==> src/rtl/psum_write_responder.sv <==
// Psum scratchpad responder: serves registered reads, commits (optionally accumulated)
// writes, pushes each result into a 4-entry output FIFO and replies on the stall code.
module psum_write_responder #(
  parameter int DATA_WIDTH = 16,
  parameter int ADDR_WIDTH = 4
) (
  input  logic                  clk,
  input  logic                  reset,
  input  logic                  chip_en,
  input  logic                  global_rst,
  input  logic                  psum_mode,
  input  logic                  psum_buffer_ren,
  input  logic                  next_psum_raddr,
  input  logic                  next_psum_waddr,
  input  logic                  wr_req,
  input  logic [DATA_WIDTH-1:0] wr_data,
  output logic                  can_read_psum,
  output logic                  psum_buffer_valid,
  output logic [DATA_WIDTH-1:0] rdata,
  output logic [1:0]            stall,
  output logic                  psum_co,
  output logic                  error,
  output logic                  out_valid,
  output logic [DATA_WIDTH-1:0] out_data,
  input  logic                  out_ready
);

  localparam int DEPTH      = 1 << ADDR_WIDTH;
  localparam int FIFO_DEPTH = 4;

  typedef enum logic [1:0] {
    W_IDLE,
    W_WRITE,
    W_ACK,
    W_DONE
  } wstate_e;

  wstate_e                state_q, state_d;
  logic [ADDR_WIDTH-1:0]  raddr_q, raddr_d;
  logic [ADDR_WIDTH-1:0]  waddr_q, waddr_d;
  logic [ADDR_WIDTH-1:0]  snap_q, snap_d;
  logic [ADDR_WIDTH:0]    wcount_q, wcount_d;
  logic [DATA_WIDTH-1:0]  rdata_q, rdata_d;
  logic [DATA_WIDTH-1:0]  sum_q, sum_d;
  logic                   valid_q, valid_d;
  logic                   error_q, error_d;
  logic [1:0]             fifo_wr_q, fifo_wr_d;
  logic [1:0]             fifo_rd_q, fifo_rd_d;
  logic [2:0]             fifo_cnt_q, fifo_cnt_d;

  logic [DATA_WIDTH-1:0]  mem      [DEPTH];
  logic [DATA_WIDTH-1:0]  fifo_mem [FIFO_DEPTH];

  logic pop, fifo_full, commit, snap_last;

  assign can_read_psum     = {1'b0, raddr_q} < wcount_q;
  assign snap_last         = snap_q == {ADDR_WIDTH{1'b1}};
  assign psum_co           = waddr_q == {ADDR_WIDTH{1'b1}};
  assign out_valid         = fifo_cnt_q != 3'd0;
  assign out_data          = fifo_mem[fifo_rd_q];
  assign pop               = out_valid & out_ready;
  // A pop in the same cycle frees the slot the commit needs.
  assign fifo_full         = (fifo_cnt_q == 3'(FIFO_DEPTH)) & ~pop;
  assign commit            = chip_en & ~global_rst & (state_q == W_WRITE) & ~fifo_full;
  assign rdata             = rdata_q;
  assign psum_buffer_valid = valid_q;
  assign error             = error_q;

  always_comb begin
    unique case (state_q)
      W_ACK:   stall = snap_last ? 2'b11 : 2'b10;
      W_DONE:  stall = 2'b11;
      default: stall = 2'b00;
    endcase
  end

  always_comb begin
    // NOTE: every _d takes its _q value first so no path through this block infers a latch.
    state_d    = state_q;
    raddr_d    = raddr_q;
    waddr_d    = waddr_q;
    snap_d     = snap_q;
    wcount_d   = wcount_q;
    rdata_d    = rdata_q;
    sum_d      = sum_q;
    valid_d    = valid_q;
    error_d    = error_q;
    fifo_wr_d  = fifo_wr_q;
    fifo_rd_d  = fifo_rd_q;
    fifo_cnt_d = fifo_cnt_q;

    if (global_rst) begin
      state_d    = W_IDLE;
      raddr_d    = '0;
      waddr_d    = '0;
      snap_d     = '0;
      wcount_d   = '0;
      rdata_d    = '0;
      sum_d      = '0;
      valid_d    = 1'b0;
      error_d    = 1'b0;
      fifo_wr_d  = '0;
      fifo_rd_d  = '0;
      fifo_cnt_d = '0;
    end else begin
      // The consumer side of the FIFO keeps draining even while chip_en is low.
      if (pop)    fifo_rd_d = fifo_rd_q + 2'd1;
      if (commit) fifo_wr_d = fifo_wr_q + 2'd1;
      case ({commit, pop})
        2'b10:   fifo_cnt_d = fifo_cnt_q + 3'd1;
        2'b01:   fifo_cnt_d = fifo_cnt_q - 3'd1;
        default: fifo_cnt_d = fifo_cnt_q;
      endcase

      if (chip_en) begin
        unique case (state_q)
          W_IDLE: begin
            if (wr_req) begin
              sum_d   = wr_data + ((psum_mode && valid_q) ? rdata_q : '0);
              snap_d  = waddr_q;
              state_d = W_WRITE;
            end
          end
          W_WRITE: begin
            if (wr_req || next_psum_waddr) error_d = 1'b1;
            if (!fifo_full) begin
              if ({1'b0, snap_q} >= wcount_q) wcount_d = {1'b0, snap_q} + (ADDR_WIDTH+1)'(1);
              valid_d = 1'b0;
              state_d = W_ACK;
            end
          end
          W_ACK: begin
            if (wr_req) error_d = 1'b1;
            state_d = snap_last ? W_DONE : W_IDLE;
          end
          default: state_d = W_DONE;
        endcase

        if (next_psum_raddr) begin
          raddr_d = raddr_q + ADDR_WIDTH'(1);
          valid_d = 1'b0;
        end
        // A read issued alongside a commit or raddr step wins and re-arms valid.
        if (psum_buffer_ren && can_read_psum) begin
          rdata_d = mem[raddr_q];
          valid_d = 1'b1;
        end
        if (next_psum_waddr) waddr_d = waddr_q + ADDR_WIDTH'(1);
      end
    end
  end

  always_ff @(posedge clk or posedge reset) begin
    if (reset) begin
      state_q    <= W_IDLE;
      raddr_q    <= '0;
      waddr_q    <= '0;
      snap_q     <= '0;
      wcount_q   <= '0;
      rdata_q    <= '0;
      sum_q      <= '0;
      valid_q    <= 1'b0;
      error_q    <= 1'b0;
      fifo_wr_q  <= '0;
      fifo_rd_q  <= '0;
      fifo_cnt_q <= '0;
    end else begin
      state_q    <= state_d;
      raddr_q    <= raddr_d;
      waddr_q    <= waddr_d;
      snap_q     <= snap_d;
      wcount_q   <= wcount_d;
      rdata_q    <= rdata_d;
      sum_q      <= sum_d;
      valid_q    <= valid_d;
      error_q    <= error_d;
      fifo_wr_q  <= fifo_wr_d;
      fifo_rd_q  <= fifo_rd_d;
      fifo_cnt_q <= fifo_cnt_d;
    end
  end

  // NOTE: storage arrays carry no reset; occupancy and wcount decide what is meaningful.
  always_ff @(posedge clk) begin
    if (commit) begin
      mem[snap_q]         <= sum_q;
      fifo_mem[fifo_wr_q] <= sum_q;
    end
  end

endmodule

==> config.mk <==
export PLATFORM = sky130hd
export DESIGN_NAME = psum_write_responder
export DESIGN_NICKNAME = d
export VERILOG_FILES = /design/src/rtl/psum_write_responder.sv
export SDC_FILE = /design/constraint.sdc
export NUM_CORES = 1
export LEC_CHECK = 0
export BUFFER_PORTS_ARGS = -buffer_cell sky130_fd_sc_hd__buf_2
export CORE_AREA = 5 5 206 208
export CTS_BUF_LIST = sky130_fd_sc_hd__clkbuf_2
export DETAILED_ROUTE_END_ITERATION = 12
export DIE_AREA = 0 0 211 213
export MAX_ROUTING_LAYER = met4
export PLACE_DENSITY = 0.61
export SLEW_MARGIN = 10
export SYNTH_ARGS = -nofsm -noshare
export SYNTH_HDL_FRONTEND = slang
export SYNTH_SLANG_ARGS = --single-unit
==> constraint.sdc <==
create_clock -name clk -period 4.4 [get_ports clk]
set_clock_uncertainty 0.05 [all_clocks]
set_input_delay 1.1 -clock clk [delete_from_list [all_inputs] [get_ports clk]]
set_output_delay 1.1 -clock clk [all_outputs]
set_load 0.05 [all_outputs]
[Yosys cells after proc, flatten, opt, wreduce, memory -nomap -nowiden]
Memories as Yosys holds them, arrays and structs flattened.
Index checks and enable logic that the tools add are counted.
Word-level totals
  register bits after elaboration: 60
  memory bits (writable): 320
  word-level logic and storage cells: 122
  memories kept: 2
Memory list
  mem: words 16, width 16, rd ports 1, clocked after Yosys merged registers in 0, wr ports 1, RTL line 51  | logic [DATA_WIDTH-1:0] mem [DEPTH];
  fifo_mem: words 4, width 16, rd ports 1, clocked after Yosys merged registers in 0, wr ports 1, RTL line 52  | logic [DATA_WIDTH-1:0] fifo_mem [FIFO_DEPTH];
Cells by class
  add/subtract/negate cells: 8
  order comparisons: 2
  equal/unequal tests: 14
  multiplexer cells: 50
  bitwise gates (word level): 8
  reduce and logical (&&, ||, !) cells: 26
Operator list (count)
  $mux 16: 8
  $mux 4: 10
  $mux 5: 5
  $reduce_bool 2->1: 10
  $mux 2: 9
  $add 16x16->16: 1
  $mux 1: 13
  $ne 3x3->1 const B: 3
  $reduce_and 3->1: 3
  $reduce_bool 3->1: 3
  $add 4x1->4 const B: 2
  $eq 4x4->1 const B: 2
  $reduce_and 4->1: 2
  $eq 2x2->1 const B: 3
  $pmux 2 s3: 1
  $pmux 3 s2: 1
  $reduce_and 2->1: 3
  $add 4x1->5 const B: 1
  $and 1x1->1: 5
  $ge 4x5->1: 1
  $lt 4x5->1: 1
  $add 2x1->2 const B: 2
  $eq 2x1->1 const B: 2
  $ne 4x3->1 const B: 1
  13 further kinds: 16

[Longest topological paths before layout]
Gate-level depths: netlist (run 1).
  depth in word-level cells: 10
  gate-level depth with buffers: 9
  mapped depth without buffers: 9

[Worst setup path before layout (run 1)]
OpenSTA, ideal clock, no wires.
  path kind: reg-to-output
  start: reg raddr_q[2]
  end: out can_read_psum
  data arrival time: 2.189 ns
  data required time: 3.250 ns
  slack: 1.061 ns
  cell stages (with the launch flop): 5
  buffers on the path: 0
  cell sequence: dfrtp_1 -> ha_1 -> or2_2 -> and3_1 -> o21ai_0
Between the ends
  word-level cells in the longest chain between the ends: 1
Ends and longest elaborated chain
  start, declared: RTL line 39  | logic [ADDR_WIDTH-1:0] raddr_q, raddr_d;
  start signal, assigned: RTL line 169  | raddr_q <= raddr_d;
  $lt 4x5->1: RTL line 56  | assign can_read_psum = {1'b0, raddr_q} < wcount_q;
  end, declared: RTL line 17  | output logic can_read_psum,
Every way passes these cells.

[Worst setup path after layout (run 1)]
  start: reg raddr_q[0]
  end: out can_read_psum
The elaborated chain is that of the path after synthesis.

==> impl_metrics.yaml, run 1 <==
sta:
  worst_slack_ns: 0.485
  grt_setup_unrepaired: "false"
  worstMarginPinSlew_ns: 1.07
  maxSlewHeadroom_pct: 28.7
  setup_violations: 0
  setup-tns-final_ns: 0
  timing.final.crit_share_pct: 89.0
  period_needed_ns: 3.91
  slew_viol_final: 0
  hold_viol: 0
  fmax_ghz: 0.255
  hold_ws_ns: 0.372
finish:
  syn_to_final_growth_pct: 11.8
  fin_util_pct: 44.3
  stdcell_count: 1682
  layout-drive-gt1-share_pct: 29.2
  nNetsFinal: 1136
setup_path:
  slowest_stage: "dfrtp_4"
  timing.rr.start: "raddr_q[0]"
  ff2ff_path_depth: 5
  slowest_delay_ns: 0.66
  r2r_slack_ns: 1.38
  path_class: "reg -> out"
  worstPathCellList: "nand2b_1 -> a211o_1 -> and3_1 -> o21ai_0 -> buf_2"
  required_ns: 3.25
  r2r_end: "rdata[5]"
  critPathMaxFanout: 18
  end_kind: "output port"
  startpoint_type: "flop"
  arrival_ns: 2.76
clock_network:
  cts-resized-gates: 0
  ctsHoldBuffers: 0
  cts_sinks: 380
  clockBufferDepth: 3
  clk_root_buffer_cell: "clkbuf_2"
  htreeDepth: 3
  cts_buffers: 95
  cts_tree: "yes"
  cts_setup_buffers: 0
  clkLatencyLatePin_ns: 0.91
  clk_pin_slew_worst_paths_ns: 0.12
synthesis:
  synth_flop_cell: "edfxtp_1"
  synthSimpleGateAreaFrac_pct: 6.67
  syn-cell-area_sq_um: 16000
  ys_seq_elements: 380
  ys_warn_count: 0
  synth_top_family_by_area: "multiplexers"
  seq_area_frac_synth_pct: 69.5
  syn_inst: 932
  synth_fa_ha_area_share_pct: 2.75
  synthMuxAreaShare_pct: 12.5
  synth.avg_cell_area_sq_um: 17.2
  synth_edf_count: 320
  synth-xor-area-share_pct: 0.822
  synth-async-reset-ratio_pct: 15.8
  synth.distinct_cells: 58
  syn_nets: 992
  synth-compound-area-share_pct: 6.00
routing:
  drc: 0
  wl_per_cell_um: 21.9
  totalWireLength_mm: 36.8
  firstDrtPassIters: 5
  postRouteAntennaNets: 0
  vias: 9121
  drtIter0Drc: 797
  viasPerCell: 5.42
floorplanning:
  die-area_sq_um: 44900
  rows: 74
  io-pin-count: 65
  start_util_pct: 39.6
  core-area_sq_um: 40400
  die_w_um: 211
  fp.dieH_um: 213
place:
  gp_congestion: 0.885
  place_ws_ns: 0.921
  dpl.cell_count: 1511
  portBuffers: 64
  dp.final_hpwl_mm: 22.1
global_route:
  first_global_vias: 9388
  grt-ovfl-total: 0
  grt_usage_pct: 16.9
  grt_pass1_wl_mm: 56.1
  grt_max_degree: 51
  antenna_found_initial: 1
pwr:
  p_per_area_nw_per_um2: 392
  leakage_nw: 6.43
  ir_drop_mv: 0.215
job:
  cap_violations: 0
min_path:
  min_path_type: "in -> async"
status:
  status: "complete, no violations"
-- stage by stage --
| stage | area, sq um | total power [W] |
|---|---|---|
| after floorplan | 16000 | 0.00456 |
| after global routing | 17900 | 0.00736 |
| after global placement | 17000 | 0.00474 |
| final | 17900 | 0.00700 |
| after detailed placement | 17000 | 0.00475 |
| after CTS | 17900 | 0.00710 |
-- critical path: cells and delay by family, from the launching register on --
| kind | cells | cell delay [ns] |
|---|---|---|
| flip-flops | 1 | 0.66 |
| AO/OA/AOI/OAI | 2 | 0.52 |
| AND/OR/NAND/NOR | 2 | 0.37 |
| buffers and inverters | 1 | 0.31 |
-- worst max-delay path by stage --
stage | slack, ns | start | to | cells past startpoint
global placement | 0.91 | psum_mode | sum_q[14] | 10
finish | 0.49 | raddr_q[0] | can_read_psum | 5
floorplan | 1.06 | raddr_q[2] | can_read_psum | 4
global route | 0.28 | raddr_q[0] | can_read_psum | 5
CTS | 0.36 | raddr_q[0] | can_read_psum | 5
detailed placement | 0.92 | psum_mode | sum_q[14] | 10
-- layer usage --
metal	GRT usage [%]	up-vias	share of wire [%]
li1	-	4078	-
met1	24.0	4644	45
met2	25.4	346	46
met3	3.22	53	7.2
met4	4.78	0	2.0
met5	-	-	0
-- cells in the mapped netlist, types with 3 or more instances --
cell type | instances | area (sq um)
edfxtp_1 | 320 | 9610
mux4_2 | 80 | 1800
dfrtp_1 | 60 | 1500
a21oi_1 | 48 | 240
nand2_1 | 38 | 143
ha_1 | 32 | 400
nor2_1 | 31 | 116
nand3_1 | 27 | 135
clkbuf_1 | 26 | 97.6
a211oi_1 | 21 | 158
and2_1 | 21 | 131
and3_1 | 21 | 131
mux2i_1 | 19 | 190
o21ai_0 | 19 | 95.1
nor2b_1 | 17 | 106
a22o_1 | 16 | 140
inv_1 | 16 | 60.1
buf_2 | 12 | 60.1
or3_1 | 9 | 56.3
xor2_1 | 9 | 78.8
nand4_1 | 7 | 43.8
a21o_1 | 6 | 45.0
xnor2_1 | 6 | 52.6
buf_1 | 5 | 18.8
buf_4 | 4 | 30.0
nor4_1 | 4 | 25.0
o21a_1 | 4 | 30.0
a2111o_1 | 3 | 33.8
a32o_1 | 3 | 30.0
and4_1 | 3 | 26.3
nand2b_1 | 3 | 18.8
nand3b_1 | 3 | 22.5
nor3_1 | 3 | 15.0
o31ai_1 | 3 | 22.5
-- kinds of logic (layout without fill, tap and decap cells) --
family | count (synthesis) | in the layout
other | 0 | 1
AND/OR/NAND/NOR | 196 | 196
multiplexers | 99 | 99
AO/OA/AOI/OAI | 143 | 143
adder cells (fa/ha/maj) | 34 | 34
flip-flops | 380 | 380
XOR/XNOR | 15 | 15
buffers and inverters | 65 | 282
-- placed cells by master, fill, tap and decap left out, types with 15 or more instances in the layout --
master,netlist,layout
mux2i_1,19,19
dfrtp_1,60,57
a211oi_1,21,21
a22o_1,16,16
and3_1,21,21
a21oi_1,48,48
and2_1,21,21
nor2_1,31,31
buf_4,4,32
mux4_2,80,80
o21ai_0,19,19
nand2_1,38,38
clkbuf_2,0,135
clkinv_1,0,25
ha_1,32,32
nor2b_1,17,17
nand3_1,27,27
buf_2,12,64
edfxtp_1,320,320
inv_1,16,15
-- registers in the layout (all words and copies together) (netlist names) --
signal,cells
fifo_cnt_q,3
raddr_q,4
sum_q,16
psum_buffer_valid,1
fifo_rd_q,2
rdata,16
error,1
snap_q,4
waddr_q,4
fifo_mem,64
state_q,2
wcount_q,5
fifo_wr_q,2
mem,256
-- final cells by class --
| type | instances | area (sq um) |
|---|---|---|
| Fill cell | 3676 | 22500 |
| Sequential cell | 380 | 11100 |
| Multi-Input combinational cell | 487 | 4590 |
| Clock buffer | 135 | 676 |
| Tap cell | 532 | 666 |
| Timing Repair Buffer | 96 | 561 |
| Clock inverter | 35 | 205 |
| Inverter | 16 | 60.1 |
| Antenna cell | 1 | 2.50 |
-- power by group --
group / total [W] / leakage [nW] / switching (W) / internal [W]
clock network: 0.00234 / 0.654 / 0.00139 / 0.000954
logic: 0.000596 / 2.02 / 0.000374 / 0.000222
registers: 0.00406 / 3.76 / 0.000117 / 0.00395
total: 0.00700 / 6.43 / 0.00188 / 0.00512
No activity file was read; power rests on OpenSTA's default activity.
==> inputs of run 2 (changes only) <==
Settings changed: CORE_AREA 5 5 206 208 to 2 2 203 205, DIE_AREA 0 0 211 213 to 0 0 205 207, REMOVE_ABC_BUFFERS set to 1.
==> impl_metrics.yaml, run 2 (synthesis gave the netlist of run 1 again) <==
floorplanning:
  fp.dieH_um: 207
  core-area_sq_um: 40400
  die-area_sq_um: 42400
  start_util_pct: 39.6
  die_w_um: 205
  rows: 74
  io-pin-count: 65
finish:
  fillers: 3647
  layout-drive-gt1-share_pct: 29.3
  multiInputGateArea_sq_um: 4590
  nNetsFinal: 1131
  final_common_cell: "edfxtp_1"
  fin_util_pct: 44.5
  largest_reg_flops: 256
  syn_to_final_growth_pct: 12.4
  final_cell_mix: "edfxtp_1 (320), clkbuf_2 (138), mux4_2 (80), buf_2 (64), dfrtp_1 (57)"
  top_register: "mem"
  regArea_sq_um: 11100
  largest_registers: "mem x256, fifo_mem x64"
clock_network:
  cts_buffers: 90
  clkLatencyLatePin_ns: 0.91
  clk_root_buffer_cell: "clkbuf_2"
  ctsHoldBuffers: 0
  cts-resized-gates: 0
  cts_setup_buffers: 0
  clockBufferDepth: 3
  cts_tree: "yes"
  cts_sinks: 380
  clk_pin_slew_worst_paths_ns: 0.11
  htreeDepth: 3
setup_path:
  path_class: "reg -> out"
  startpoint: "raddr_q[2]"
  ff2ff_path_depth: 9
  critPathMaxFanout: 2
  timing.rr.start: "psum_buffer_valid"
  r2r_slack_ns: 1.58
  end_kind: "output port"
  arrival_ns: 2.55
  startpoint_type: "flop"
  required_ns: 3.25
  r2r_end: "sum_q[14]"
sta:
  fmax_ghz: 0.270
  hold_viol: 0
  maxSlewHeadroom_pct: 39.6
  timing.final.crit_share_pct: 84.2
  setup_violations: 0
  slew_viol_final: 0
  period_needed_ns: 3.70
  worstMarginPinSlew_ns: 0.883
  grt_setup_unrepaired: "false"
global_route:
  first_global_vias: 9351
  grt-ovfl-total: 0
  grt_pass1_wl_mm: 54.9
  grt_max_degree: 68
  grt_usage_pct: 17.7
  antenna_found_initial: 2
pwr:
  p_per_area_nw_per_um2: 401
  leakage_nw: 6.47
  total_power_w: 0.00722
  ir_drop_mv: 0.262
routing:
  totalWireLength_mm: 35.7
  vias: 8953
  viasPerCell: 5.33
  drtIter0Drc: 762
  postRouteAntennaNets: 0
  wl_per_cell_um: 21.3
  firstDrtPassIters: 5
  drc: 0
status:
  status: "complete, no violations"
place:
  gp_congestion: 0.902
  dp.final_hpwl_mm: 22.6
  portBuffers: 64
min_path:
  min_path_type: "in -> async"
job:
  cap_violations: 0
==> run 2: power breakdown <==
part           internal [W]  switching, W
sequential          0.00395     0.0000963
clock               0.00119       0.00137
combinational      0.000226      0.000389
==> run 2: layout make-up <==
type	instances	area share (%)
Antenna cell	2	0.0278
Clock buffer	138	3.84
Clock inverter	28	1.51
Inverter	16	0.334
Multi-Input combinational cell	487	25.6
Sequential cell	380	61.8
Tap cell	532	3.70
Timing Repair Buffer	96	3.19
==> run 2: worst max-delay path by stage <==
stage	end	slack, ns	depth (start not counted)
finish	can_read_psum	0.70	5
global route	can_read_psum	0.52	6
CTS	can_read_psum	0.60	5
detailed placement	sum_q[14]	0.81	10
global placement	sum_q[14]	0.81	10
floorplan	can_read_psum	-0.38	4
==> run 2: per-layer routing <==
metal	wire, um	vias up	part of all wire [%]	track usage [%]
met3	1770	67	5.0	3.67
met5	0	-	0	-
met2	17500	263	49	27.7
met4	1040	0	2.9	7.02
li1	-	4063	-	-
met1	15300	4560	43	22.7
==> run 2: critical path, stage by stage (launching register included) <==
cell,delay (ns)
dfrtp_2,0.42
ha_1,0.28
or2_2,0.28
and3_1,0.18
o21ai_0,0.20
buf_2,0.31
==> run 2: stage by stage <==
stage                     TNS (ns)  instances  hold slack (ns)  area [sq um]  setup WS [ns]
after detailed placement         0       1511            0.435         17000          0.812
after CTS                        0       1677            0.188         18000          0.596
after global placement           0       1511            0.427         17000          0.814
after floorplan             -0.376        883            0.412         15800         -0.376
after global routing             0       1679            0.209         18000          0.521
final                            0       1679            0.283         18000          0.696
